## src/rtl/alu_pkg.sv

```systemverilog
// Shared types and constants for the ALU writeback stage.
// Op codes, flag bit positions and the buffered result entry.
package alu_pkg;

  localparam int DATA_W = 8;
  localparam int REG_AW = 3;

  localparam logic [3:0] OP_AND = 4'b0011;
  localparam logic [3:0] OP_OR  = 4'b0100;
  localparam logic [3:0] OP_XOR = 4'b0101;
  localparam logic [3:0] OP_NOT = 4'b0110;
  localparam logic [3:0] OP_NOP = 4'b1111;

  localparam int FLAG_Z = 0;
  localparam int FLAG_N = 1;
  localparam int FLAG_P = 2;
  localparam int FLAG_L = 3;

  typedef struct packed {
    logic [3:0]        op;
    logic [DATA_W-1:0] result;
    logic [REG_AW-1:0] dest;
  } wb_entry_t;

  function automatic logic [3:0] calc_flags(
    input logic [3:0]        op,
    input logic [DATA_W-1:0] r
  );
    logic [3:0] f;
    f         = '0;
    f[FLAG_Z] = (r == '0);
    f[FLAG_N] = r[DATA_W-1];
    f[FLAG_P] = ^r;
    f[FLAG_L] = (op == OP_AND) || (op == OP_OR) ||
                (op == OP_XOR) || (op == OP_NOT);
    return f;
  endfunction

endpackage

```

## src/rtl/alu_writeback_fifo.sv

```systemverilog
// Pending-result FIFO for the writeback stage.
// Exposes every slot with a valid bit so the top can detect hazards.
module wb_fifo
  import alu_pkg::*;
#(
  parameter int DEPTH = 2
) (
  input  logic                     clk,
  input  logic                     rst,
  input  logic                     push,
  input  logic                     pop,
  input  wb_entry_t                din,
  output wb_entry_t                dout,
  output logic                     full,
  output logic                     empty,
  output logic [$clog2(DEPTH):0]   count,
  output wb_entry_t [DEPTH-1:0]    slots,
  output logic [DEPTH-1:0]         slot_vld
);

  localparam int AW = $clog2(DEPTH);
  localparam int CW = AW + 1;

  wb_entry_t [DEPTH-1:0] mem_q, mem_d;
  logic [DEPTH-1:0]      vld_q, vld_d;
  logic [AW-1:0]         wr_q, wr_d;
  logic [AW-1:0]         rd_q, rd_d;
  logic [CW-1:0]         cnt_q, cnt_d;
  logic                  do_push;
  logic                  do_pop;

  assign full     = (cnt_q == CW'(DEPTH));
  assign empty    = (cnt_q == '0);
  assign count    = cnt_q;
  assign dout     = mem_q[rd_q];
  assign slots    = mem_q;
  assign slot_vld = vld_q;

  // Full is judged on current occupancy; a same-cycle pop does not free a slot.
  assign do_push = push && !full;
  assign do_pop  = pop && !empty;

  always_comb begin
    mem_d = mem_q;
    vld_d = vld_q;
    wr_d  = wr_q;
    rd_d  = rd_q;
    cnt_d = cnt_q;
    if (do_pop) begin
      vld_d[rd_q] = 1'b0;
      rd_d        = rd_q + AW'(1);
    end
    if (do_push) begin
      mem_d[wr_q] = din;
      vld_d[wr_q] = 1'b1;
      wr_d        = wr_q + AW'(1);
    end
    if (do_push && !do_pop)
      cnt_d = cnt_q + CW'(1);
    else if (!do_push && do_pop)
      cnt_d = cnt_q - CW'(1);
  end

  always_ff @(posedge clk) begin
    if (rst) begin
      mem_q <= '0;
      vld_q <= '0;
      wr_q  <= '0;
      rd_q  <= '0;
      cnt_q <= '0;
    end else begin
      mem_q <= mem_d;
      vld_q <= vld_d;
      wr_q  <= wr_d;
      rd_q  <= rd_d;
      cnt_q <= cnt_d;
    end
  end

endmodule

```

## src/rtl/alu_writeback.sv

```systemverilog
// ALU writeback: buffers results, commits one per cycle into the
// register file, maintains flags and reports read-port hazards.
module alu_writeback #(
  parameter int DATA_W     = 8,
  parameter int REG_CNT    = 8,
  parameter int FIFO_DEPTH = 2
) (
  input  logic                          clk,
  input  logic                          rst,
  input  logic                          in_valid,
  output logic                          in_ready,
  input  logic [3:0]                    in_op,
  input  logic [DATA_W-1:0]             in_result,
  input  logic [$clog2(REG_CNT)-1:0]    in_dest,
  input  logic                          ld_en,
  input  logic [$clog2(REG_CNT)-1:0]    ld_addr,
  input  logic [DATA_W-1:0]             ld_data,
  input  logic [$clog2(REG_CNT)-1:0]    rd_addr_a,
  input  logic [$clog2(REG_CNT)-1:0]    rd_addr_b,
  output logic [DATA_W-1:0]             rd_data_a,
  output logic [DATA_W-1:0]             rd_data_b,
  output logic                          hazard_a,
  output logic                          hazard_b,
  output logic [3:0]                    flags,
  output logic [$clog2(FIFO_DEPTH):0]   pending
);

  import alu_pkg::*;

  logic [DATA_W-1:0]          regs_q [REG_CNT];
  logic [DATA_W-1:0]          regs_d [REG_CNT];
  logic [3:0]                 flags_q, flags_d;
  wb_entry_t                  push_ent;
  wb_entry_t                  head;
  wb_entry_t [FIFO_DEPTH-1:0] slots;
  logic [FIFO_DEPTH-1:0]      slot_vld;
  logic                       fifo_full;
  logic                       fifo_empty;
  logic                       do_pop;

  assign push_ent = '{op: in_op, result: in_result, dest: in_dest};
  assign in_ready = !fifo_full;
  // Loads own the write port outright, so the drain waits for them.
  assign do_pop   = !fifo_empty && !ld_en;

  wb_fifo #(
    .DEPTH(FIFO_DEPTH)
  ) u_fifo (
    .clk      (clk),
    .rst      (rst),
    .push     (in_valid && in_ready),
    .pop      (do_pop),
    .din      (push_ent),
    .dout     (head),
    .full     (fifo_full),
    .empty    (fifo_empty),
    .count    (pending),
    .slots    (slots),
    .slot_vld (slot_vld)
  );

  always_comb begin
    regs_d  = regs_q;
    flags_d = flags_q;
    if (ld_en) begin
      regs_d[ld_addr] = ld_data;
    end else if (do_pop && head.op != OP_NOP) begin
      regs_d[head.dest] = head.result;
      flags_d           = calc_flags(head.op, head.result);
    end
  end

  always_ff @(posedge clk) begin
    if (rst) begin
      for (int i = 0; i < REG_CNT; i++)
        regs_q[i] <= '0;
      flags_q <= '0;
    end else begin
      for (int i = 0; i < REG_CNT; i++)
        regs_q[i] <= regs_d[i];
      flags_q <= flags_d;
    end
  end

  assign rd_data_a = regs_q[rd_addr_a];
  assign rd_data_b = regs_q[rd_addr_b];
  assign flags     = flags_q;

  always_comb begin
    hazard_a = 1'b0;
    hazard_b = 1'b0;
    for (int i = 0; i < FIFO_DEPTH; i++) begin
      if (slot_vld[i] && slots[i].op != OP_NOP) begin
        if (slots[i].dest == rd_addr_a) hazard_a = 1'b1;
        if (slots[i].dest == rd_addr_b) hazard_b = 1'b1;
      end
    end
  end

endmodule

```

## config.mk

```make
export PLATFORM = sky130hd
export DESIGN_NAME = alu_writeback
export DESIGN_NICKNAME = d
export VERILOG_FILES = /design/src/rtl/alu_pkg.sv /design/src/rtl/alu_writeback_fifo.sv /design/src/rtl/alu_writeback.sv
export SDC_FILE = /design/constraint.sdc
export NUM_CORES = 1
export LEC_CHECK = 0
export ABC_AREA = 1
export BUFFER_PORTS_ARGS = -buffer_cell sky130_fd_sc_hd__buf_2
export CAP_MARGIN = 20
export CORE_ASPECT_RATIO = 2
export CORE_UTILIZATION = 55
export DETAILED_ROUTE_END_ITERATION = 8
export PLACE_DENSITY = 0.74
export SLEW_MARGIN = 40
export SYNTH_ARGS = -nofsm -noshare
export SYNTH_HDL_FRONTEND = slang
export SYNTH_SLANG_ARGS = --single-unit
```

## constraint.sdc

```tcl
create_clock -name clk -period 4.6 [get_ports clk]
set_input_delay 0.92 -clock clk [delete_from_list [all_inputs] [get_ports clk]]
set_output_delay 0.92 -clock clk [all_outputs]
set_load 0.02 [all_outputs]
```

==> metrics.md <==
| Metric | Value |
|---|---|
| Result of the run | `finished clean` |
| Total non-filler cell area in the finished layout | `7230 um^2` |
| Synthesized area | `6720 um^2` |
| Cell count after synthesis | `1102` |
| Share of total power consumed by net switching | `0.390` |
| Crit path kind | `primary input to output pin` |
| Final core occ | `0.611` |
| Drt first-iter violations | `592` |
| Net count after synthesis | `1143` |
| Layout cells sized above 1 | `0.100` |
| Count of placed standard cells including taps | `1246` |
| Reg-to-reg startpoint | `u_fifo.rd_q` |
| Top cell type's share of synthesized area | `0.310` |
| Critical path data required time | `3680 ps` |
| Sequential area share after synthesis | `0.310` |
| Post-Layout Cell Count | `1261` |
| Total power | `2.91 mW` |
| Part of the power in combinational logic | `0.342` |
| Internal Power | `1.78 mW` |
| Number of placement rows | `56` |
| Via-to-Cell Ratio | `5.69` |
| Hold path startpoint | `u_fifo.slots[7]` |
| Top library cells by usage in the layout, fill and taps aside | `277 x sky130_fd_sc_hd__nand2_1, 153 x sky130_fd_sc_hd__a21oi_1, 134 x sky130_fd_sc_hd__o21ai_0` |
| Number of hold-slack violations in the final timing report | `0` |
| Count of antenna diodes in the layout | `0` |
| Sum of negative setup slack | `0 ps` |
| Part of the cycle the worst path needs | `0.739` |
| Via count of the first global-routing pass | `6427` |
| Multiplexer share of the synthesized area | `0` |
| Area after detailed placement | `6930 um^2` |
| Maximum clock path buffer count | `2` |
| Worst-Margin Slew | `716 ps` |
| Total clock buffers created by CTS | `9` |
| Top post-synthesis cells by area | `sky130_fd_sc_hd__dfxtp_1 31%, sky130_fd_sc_hd__nand2_1 16%, sky130_fd_sc_hd__a21oi_1 11%, sky130_fd_sc_hd__o21ai_0 10%, sky130_fd_sc_hd__nor2_1 6.6%` |
| Arithmetic-cell share of the synthesized area counting full adders, half adders and majority gates | `0.00931` |
| CTS tree | `yes` |
| Sum of overflow across all layers after global routing | `0` |
| Relative contribution of sequential cells to total power | `0.392` |
| Clock skew after layout | `9.05 ps` |
| Clk slew on worst S/H paths | `60 ps` |
| Post-synthesis share of cell area spent on and, or, nand and nor gates | `0.319` |
| Fill cell total of the finished layout | `1233` |
| Post-synthesis xor/xnor area fraction | `0.0195` |
| Number of hold-repair buffers added at the cts stage | `0` |
| Classification of the worst-slack hold path | `flop to flop` |
| Post-route minimum period | `3400 ps` |
| First-pass GRT wire length | `35.1 mm` |
| DIE HEIGHT | `158 um` |
| # IOs | `61` |
| Remaining number of nets flagged by the antenna check after routing | `0` |
| Total Die Area | `12700 um^2` |
| Post-CTS Resized | `0` |
| Number of remaining DRC errors | `0` |
| Register bit count reported by yosys | `104` |
| Cell variety after synth | `31` |
| Combinational family with the most area after synthesis | `simple AND/OR/NAND/NOR gates` |
| Worst-Skew Late Latency | `350 ps` |
| Final setup vio count | `0` |
| Clock power share | `0.266` |
| RSZ-0062 raised after global routing | `false` |
| Post-synthesis average cell area | `6.10 um^2` |
| Width of the die | `80.2 um` |
| # Post-CTS Setup Buffers | `0` |
| Post-synth EDFFs | `0` |
| Synth warn | `0` |
| Startpoint kind of the worst setup timing path | `primary input` |
| Core box area | `11800 um^2` |
| Worst slew slack as a fraction of its limit | `0.518` |
| Post-DP HPWL | `16.4 mm` |
| Crit path DAT | `2480 ps` |
| H-tree depth | `3` |
| Antenna violations before repair | `0` |
| Leakage component of the power | `3.42 nW` |
| Library cell with the largest summed area after synthesis | `sky130_fd_sc_hd__dfxtp_1` |
| Net Sw Power | `1.14 mW` |
| DRT Pass-1 Iters | `6` |
| Max Clock Freq | `0.294 GHz` |
| Clock root buffer | `sky130_fd_sc_hd__clkbuf_16` |
| All-layer global routing usage | `0.376` |
| Total count of max-transition violations in the final report | `0` |
| Share of the synthesized area in compound gates (AO/OA/AOI/OAI) | `0.238` |
| Pwr/cell area | `403 nW/um^2` |
| Number of maximum-capacitance constraint violations | `0` |
| Net count of the finished layout | `1153` |
| Wire length reported by the detailed router | `22.4 mm` |
| Primary FF master, synth | `sky130_fd_sc_hd__dfxtp_1` |
| Biggest fanout along the worst timing path | `34` |
| Most common library cell in the layout ignoring fill and taps | `sky130_fd_sc_hd__nand2_1` |
| Maximum vdd ir drop | `0.292 mV` |
| Worst Setup End Kind | `output pin` |
| Initial Utilization | `0.568` |
| Total via count in the routed design | `7174` |
| Fraction of registers with async set or reset after synthesis | `0` |
| Maximum number of pins on one net before global-route repair | `65` |
| Count of input and output buffers | `60` |
| Sinks on Clock Net | `104` |
| Setup crit start | `rd_addr_b[0]` |
| Average wire per cell in the routed design | `17.7 um` |
| Synth-to-layout area growth | `7.56%` |
| Last weighted congestion value of the routability-driven placer | `1.00` |
[per-stage QoR]
stage | worst slack [ps] | hold WS (ps)
floorplan | 1560 | 424
finish | 1200 | 449
detailed placement | 1260 | 440
CTS | 1260 | 451
global route | 981 | 474
global placement | 1280 | 434
[synth_stat cells, drive strengths merged (2+ instances only)]
cell,n
a21boi,2
a21oi,153
a31oi,16
a41oi,2
buf,24
clkbuf,41
clkinv,2
dfxtp,104
ha,5
inv,105
nand2,283
nand3,62
nand3b,16
nand4,3
nor2,130
o21ai,138
xnor2,14
[final cells by class]
cell class	instances	area, um^2	area share
multi-input cells	826	3940	0.544
flip-flops and latches	104	2080	0.288
inverters	107	404	0.0559
repair buffers	64	330	0.0457
clock buffers	10	239	0.0331
well taps	145	181	0.0251
clock inverters	5	56.3	0.00779
[sequential cells by signal (all words and copies together), names as in the netlist]
signal	count
u_fifo.slot_vld	2
u_fifo.rd_q	1
u_fifo.wr_q	1
flags	4
u_fifo.count	2
u_fifo.slots	30
regs_q	64
[routing by layer]
metal  track usage  wire length (um)  share of wire
met2         0.616             10600           0.47
met5             0                 0              0
met4         0.315              2100          0.094
met1         0.394              8050           0.36
met3         0.101              1660          0.074
[power by group through the flow]
stage	registers (mW)	logic, mW	clock network (mW)
after floorplan	1.13	0.741	0
after CTS	1.14	0.980	0.785
after global placement	1.15	0.964	0
after detailed placement	1.16	0.973	0
final	1.14	0.996	0.777
after global routing	1.16	1.11	0.819
[worst paths after layout]
kind                                        end  slack [ps]  cells past startpoint
worst min-delay path            u_fifo.slots[7]         450                      2
worst max-delay path               rd_data_b[2]        1200                      8
worst min register to register  u_fifo.slots[7]         450                      2
worst max register to register       regs_q[22]        2310                      8
[cell families after synthesis]
group                    Yosys count
XOR/XNOR                          15
buffers and inverters            172
flip-flops                       104
AND/OR/NAND/NOR                  495
AO/OA/AOI/OAI                    311
adder cells (fa/ha/maj)            5
[critical path, stage by stage]
cell,delay [ps]
sky130_fd_sc_hd__buf_2,430
sky130_fd_sc_hd__inv_2,340
sky130_fd_sc_hd__a21oi_1,230
sky130_fd_sc_hd__o21ai_0,100
sky130_fd_sc_hd__nand2_1,80
sky130_fd_sc_hd__nor2_1,40
sky130_fd_sc_hd__a31oi_1,140
sky130_fd_sc_hd__buf_2,180
Power figures use the tool's default switching activity.
